`src/rtl/v_issue_scoreboard.sv`:
```
// Vector issue scoreboard: per-register pending-write counters gate issue of decoded
// instructions into a one-entry output register. Optional: V_SCB_WAW_STALL_EN serialises WAW.
module v_issue_scoreboard #(
    parameter int NUM_VREGS    = 32,
    parameter int CNT_W        = 3,
    parameter int MAX_INFLIGHT = 8
) (
    input  logic        clk,
    input  logic        rstn,
    input  logic        in_vld_i,
    output logic        in_rdy_o,
    input  logic [31:0] in_instr_i,
    input  logic        in_vs1_used_i,
    input  logic        in_vs2_used_i,
    input  logic        in_vd_rd_i,
    input  logic        in_vd_wr_i,
    output logic        out_vld_o,
    input  logic        out_rdy_i,
    output logic [31:0] out_instr_o,
    input  logic        wb_vld_i,
    input  logic [4:0]  wb_vd_i,
    input  logic        flush_i,
    output logic        stall_o,
    output logic [3:0]  inflight_o,
    output logic        err_o
);
    localparam logic [CNT_W-1:0] CNT_MAX = CNT_W'((1 << CNT_W) - 1);
    localparam logic [3:0]       INF_MAX = 4'(MAX_INFLIGHT);

    logic [NUM_VREGS-1:0][CNT_W-1:0] cnt_q, cnt_d;
    logic [3:0]  inflight_q, inflight_d;
    logic        err_q, err_d;
    logic        out_vld_q, out_vld_d;
    logic [31:0] out_instr_q, out_instr_d;
    logic        out_wr_q, out_wr_d;

    logic [4:0] in_vd, in_vs1, in_vs2, held_vd;
    logic       held_wr_vld, hazard, sat, waw, slot_free, accept, fire, inc_en, wb_ok;

    assign in_vd   = in_instr_i[11:7];
    assign in_vs1  = in_instr_i[19:15];
    assign in_vs2  = in_instr_i[24:20];
    assign held_vd = out_instr_q[11:7];

    // The held writer is not yet counted, so treat it as an extra pending write.
    assign held_wr_vld = out_vld_q && out_wr_q;

    always_comb begin
        hazard = 1'b0;
        if (in_vs1_used_i && (cnt_q[in_vs1] != '0 || (held_wr_vld && held_vd == in_vs1)))
            hazard = 1'b1;
        if (in_vs2_used_i && (cnt_q[in_vs2] != '0 || (held_wr_vld && held_vd == in_vs2)))
            hazard = 1'b1;
        if (in_vd_rd_i && (cnt_q[in_vd] != '0 || (held_wr_vld && held_vd == in_vd)))
            hazard = 1'b1;
    end

    // Saturation counts the held writer so neither a counter nor inflight can overflow.
    assign sat = in_vd_wr_i &&
                 ((cnt_q[in_vd] == CNT_MAX) ||
                  (held_wr_vld && held_vd == in_vd && cnt_q[in_vd] == CNT_MAX - 1'b1) ||
                  (inflight_q == INF_MAX) ||
                  (held_wr_vld && inflight_q == INF_MAX - 4'd1));

`ifdef V_SCB_WAW_STALL_EN
    assign waw = in_vd_wr_i && (cnt_q[in_vd] != '0 || (held_wr_vld && held_vd == in_vd));
`else
    assign waw = 1'b0;
`endif

    assign slot_free = !out_vld_q || out_rdy_i;
    assign in_rdy_o  = rstn && slot_free && !hazard && !sat && !waw && !flush_i;
    assign accept    = in_vld_i && in_rdy_o;
    assign fire      = out_vld_q && out_rdy_i;
    assign inc_en    = fire && out_wr_q;
    assign wb_ok     = wb_vld_i && (cnt_q[wb_vd_i] != '0);

    always_comb begin
        cnt_d      = cnt_q;
        inflight_d = inflight_q;
        err_d      = err_q;
        if (inc_en) cnt_d[held_vd] = cnt_d[held_vd] + 1'b1;
        if (wb_ok)  cnt_d[wb_vd_i] = cnt_d[wb_vd_i] - 1'b1;
        inflight_d = inflight_q + {3'b0, inc_en} - {3'b0, wb_ok};
        if (wb_vld_i && !wb_ok) err_d = 1'b1;
    end

    always_comb begin
        out_vld_d   = out_vld_q;
        out_instr_d = out_instr_q;
        out_wr_d    = out_wr_q;
        if (accept) begin
            out_vld_d   = 1'b1;
            out_instr_d = in_instr_i;
            out_wr_d    = in_vd_wr_i;
        end else if (fire || flush_i) begin
            out_vld_d = 1'b0;
        end
    end

    always_ff @(posedge clk or negedge rstn) begin
        if (!rstn) begin
            cnt_q       <= '0;
            inflight_q  <= '0;
            err_q       <= 1'b0;
            out_vld_q   <= 1'b0;
            out_instr_q <= '0;
            out_wr_q    <= 1'b0;
        end else begin
            cnt_q       <= cnt_d;
            inflight_q  <= inflight_d;
            err_q       <= err_d;
            out_vld_q   <= out_vld_d;
            out_instr_q <= out_instr_d;
            out_wr_q    <= out_wr_d;
        end
    end

    assign out_vld_o   = out_vld_q;
    assign out_instr_o = out_instr_q;
    assign inflight_o  = inflight_q;
    assign err_o       = err_q;
    assign stall_o     = in_vld_i && !in_rdy_o;
endmodule

```
`config.mk`:
```
export PLATFORM = sky130hd
export DESIGN_NAME = v_issue_scoreboard
export DESIGN_NICKNAME = d
export VERILOG_FILES = /design/src/rtl/v_issue_scoreboard.sv
export SDC_FILE = /design/constraint.sdc
export NUM_CORES = 1
export LEC_CHECK = 0
export BUFFER_PORTS_ARGS = -buffer_cell sky130_fd_sc_hd__buf_2
export CAP_MARGIN = 15
export CORE_UTILIZATION = 40
export CTS_BUF_LIST = sky130_fd_sc_hd__clkbuf_8 sky130_fd_sc_hd__clkbuf_16
export CTS_CLUSTER_DIAMETER = 50
export DETAILED_ROUTE_END_ITERATION = 10
export PLACE_DENSITY = 0.7
export SYNTH_ARGS = -nofsm -noshare
export SYNTH_HDL_FRONTEND = slang
export SYNTH_SLANG_ARGS = --single-unit
```
`constraint.sdc`:
```
create_clock -name clk -period 5.2 [get_ports clk]
set_input_delay 1.04 -clock clk [delete_from_list [all_inputs] [get_ports clk]]
set_output_delay 1.04 -clock clk [all_outputs]
set_load 0.03 [all_outputs]
```
==> results <==
- Dividing total power by cell area gives a power density of 588 nW/um^2.
- The cell sitting at the root of the clock tree is a clkbuf_16.
- The number of antenna violations at the first check in global routing is 0.
- The number of violations of the max-capacitance limit is 0.
- The endpoint kind of the worst setup timing path is a register.
- The post-route DRC violation count is 0.
- The first global-routing pass estimated 66500 um of wire.
- In this run the critical register-to-register path is launched from out_instr_o[7]$_DFFE_PN0P_.
- The CTS tree is done.
- The starting density of the core is 0.412.
- Clock-pin slew was measured on the worst setup and hold paths at roughly 70 ps.
- The total I/O pin count is 87.
- By area the synthesized netlist is led by dfrtp_1 (31%), mux4_2 (15%), mux2i_1 (13%).
- The number of nets in the layout is approximately 1200.
- The clock latency reported for the late side of the worst-skew pair is around 440 ps.
- At the worst endpoint, the arrival time is 5110 ps.
- Across every metal layer, demand over resource in global routing totals 0.328.
- Averaged over all synthesized cells, the footprint is 10.5 um^2.
- Setup slack on the worst reg-to-reg path comes out at 400 ps.
- The final worst hold slack is 496 ps.
- The area overhead of the layout relative to synthesis is 14.2%.
- The end of the worst hold path is err_o$_DFFE_PN0P_.
- The maximum level of the CTS H-tree is 4.
- The detailed router placed a little over 10000 vias in this run.
- The overflow left after global routing is 0.
- The maximum resistive drop on vdd is approximately 0.27 mV.
- The worst setup path is of the register to register kind.
- The flow ran to the end, and the final reports show no timing, DRC or antenna violations.
- Once the clock tree was built, the resizer swapped 0 gates to a different size.
- The count of nets left with antenna violations once routing finished came out at 0.
- Counting I/O delays and the setup requirement, the final critical path takes ~4800 ps.
- After routing the design area is 12400 um^2.
- The estimated wirelength of the detail-placed design is approximately 34000 um.
- The number of global-route vias before repair is 9808.
- During placement, the flow inserted port buffers numbering 86.
- The routability congestion estimate is 1.13.
- The flop and latch count out of synthesis is 135.
- The synthesized netlist net count is 1087.
- Clock tree synthesis inserted a total of 17 buffers.
- The area enclosed by the die boundary is 27800 um^2.
- The cell total after placement is 1426.
- The routed wire length is 45100 um.
- At the pin with the least slew margin, the transition time is 1150 ps.
- In the final routed layout, each cell accounts on average for around 30 um.
- The number of distinct library cells after synthesis is 74.
- The area fraction of the dominant cell type after synthesis is 0.311.
- The remaining max-slew budget at the tightest pin is 0.234.
- For this run, asynchronously set or reset flops after synthesis account for 1.00.
- The share of the Yosys chip area taken by registers is 0.311.
- Data on the critical path is required at its endpoint by 5510 ps.
- The detailed router's first-iteration violation count is 1407.
- The overall die height is approximately 170 um.
- The number of cells on the worst reg-to-reg path is 15.
- The number of cells traversed by the worst hold path is 1.
- The non-filler instance count after layout is between 1000 and 1500.
- Hold repair after CTS inserted 0 buffers.
- The type of the most critical hold path is register to register.
- Setup repair after global routing left no endpoint under its margin.
- The kind of start point of the critical path is a register.
- In the final layout, the share of cells above drive strength 1 is 0.283.
- Entering global routing, the biggest net connects 75 pins.
- The largest area contributor in the netlist is dfrtp_1.
- Once placement finished, the instance area stood at 11800 um^2.
- The cell row count is 59.
- After routing, the total negative slack on setup checks comes to 0 ps.
- The number of clock sinks is 135.
- In this run the most critical hold path is launched from err_o$_DFFE_PN0P_.
- The hold violation count in the final report was 0.
- In this run the post-CTS setup repair buffer count came out at 0.
- The number of synthesis warnings is 0.
- The number of vias per cell after detailed routing is 6.93.
- The post-synth design cell area is roughly 11000 um^2.
- Setup violations remaining at the end of the flow were counted as 0.
- The cell count after synthesis is 1031.
- Measured on the finished design, the core utilization comes to 0.471.
- The number of buffers between clock root and the deepest sink is 2.
- The first detailed-routing pass ran for 6 iterations.
- The capture point of the worst reg-to-reg path is cnt_q[32]$_DFF_PN0_.
- The count of final max-slew check failures came to 0.
- Of the available clock period, the critical path in the final layout requires 0.923.
- The fmax is 208 MHz.
- The dominant synthesized flop cell is dfrtp_1.
- Of all nets on the critical path, the largest fanout is 28.
- In this run, synthesis inferred 0 flip-flops with an integrated enable.
- The setup skew after layout is 11.9 ps.
- The overall die width is 167 um.
- The core footprint is 26400 um^2.
- The leakage component of the power is 5.27 nW.
-- layer usage --
layer	global-route usage	up-vias	routed length [um]
li1	-	4148	-
met1	0.424	4979	17200
met2	0.491	838	19800
met3	0.116	151	5820
met4	0.144	2	2140
met5	0.0157	-	58
-- layout by cell type, fill, tap and decap left out, types with 10 or more instances in the layout --
master and instances:
xnor2_1 10, a22oi_1 12, dfrtp_1 133, mux2_2 24, a211oi_1 16, nand4_1 19, mux2i_1 137, nand3b_1 11
buf_4 54, a21oi_1 40, nor2_1 90, o221ai_1 10, mux4_2 72, inv_1 15, nor3_1 44, o21ai_0 32
nand3_1 45, nand2_1 52, clkbuf_16 17, buf_2 85, mux2_4 29, nor2b_1 11
-- critical path, cell delays in order (launching register included) --
cell	delay, ps
dfrtp_2	700
mux4_2	650
a22o_1	260
a221oi_1	210
nand3_1	110
ha_1	350
buf_12	200
mux2i_1	120
mux4_2	550
a22oi_1	330
nand4_1	170
ha_1	240
buf_4	140
xnor2_2	300
buf_12	200
o21ai_0	100
-- registers in the layout, indices dropped and copies added, names as in the netlist --
register     count
cnt_q           96
err_o            1
inflight_o       4
out_instr_o     32
out_vld_o        1
out_wr_q         1
-- cells by family after synthesis --
| family | Yosys count | synth area share |
|---|---|---|
| adders and majority gates | 9 | 0.0111 |
| muxes | 271 | 0.362 |
| AOI/OAI and AO/OA | 169 | 0.105 |
| xor gates and xnor gates | 19 | 0.0153 |
| and+or+nand+nor | 326 | 0.151 |
| DFF | 135 | 0.311 |
| buffers and inverters | 102 | 0.0451 |
-- cell usage after synthesis, drive strengths merged (4+ instances only) --
cell type / instances
a211oi: 17
a21oi: 40
a221oi: 4
a22o: 4
a22oi: 12
a31oi: 6
and3: 9
buf: 45
clkbuf: 41
dfrtp: 135
ha: 8
inv: 15
mux2: 53
mux2i: 137
mux4: 81
nand2: 53
nand2b: 6
nand3: 45
nand3b: 11
nand4: 19
nor2: 90
nor2b: 11
nor3: 44
nor3b: 5
nor4: 6
o211ai: 7
o21ai: 34
o221ai: 10
o22ai: 4
o31ai: 4
or3b: 6
xnor2: 11
xor2: 8
-- final cells by class --
| class | instances | area, um^2 |
|---|---|---|
| multi-input cells | 794 | 7010 |
| clock inverters | 14 | 141 |
| flip-flops and latches | 135 | 3380 |
| repair buffers | 146 | 962 |
| fillers | 2468 | 13900 |
| diodes | 1 | 2.50 |
| clock buffers | 18 | 439 |
| inverters | 16 | 60.1 |
| well taps | 335 | 419 |
-- report_power, final --
part | internal, mW | leakage, nW | switching, mW
Sequential | 1.43 | 1.76 | 0.719
Clock | 0.684 | 0.283 | 0.549
Combinational | 1.65 | 3.23 | 2.27
-- through the flow --
stage / total power [mW] / worst slack [ps]
global placement: 5.84 / 427
floorplan: 4.39 / 92.8
detailed placement: 5.91 / 417
finish: 7.30 / 399
global route: 7.55 / 264
CTS: 7.16 / 466
-- worst max path at each step --
stage / startpoint / cells past startpoint / endpoint / slack [ps]
floorplan: out_instr_o[8]$_DFFE_PN0P_ / 18 / cnt_q[68]$_DFF_PN0_ / 90
detailed placement: out_rdy_i / 14 / cnt_q[68]$_DFF_PN0_ / 420
global placement: out_rdy_i / 14 / cnt_q[62]$_DFF_PN0_ / 430
global route: out_instr_o[7]$_DFFE_PN0P_ / 16 / cnt_q[38]$_DFF_PN0_ / 260
CTS: in_instr_i[7] / 12 / stall_o / 470
finish: out_instr_o[7]$_DFFE_PN0P_ / 15 / cnt_q[32]$_DFF_PN0_ / 400
Power figures use the tool's default switching activity.
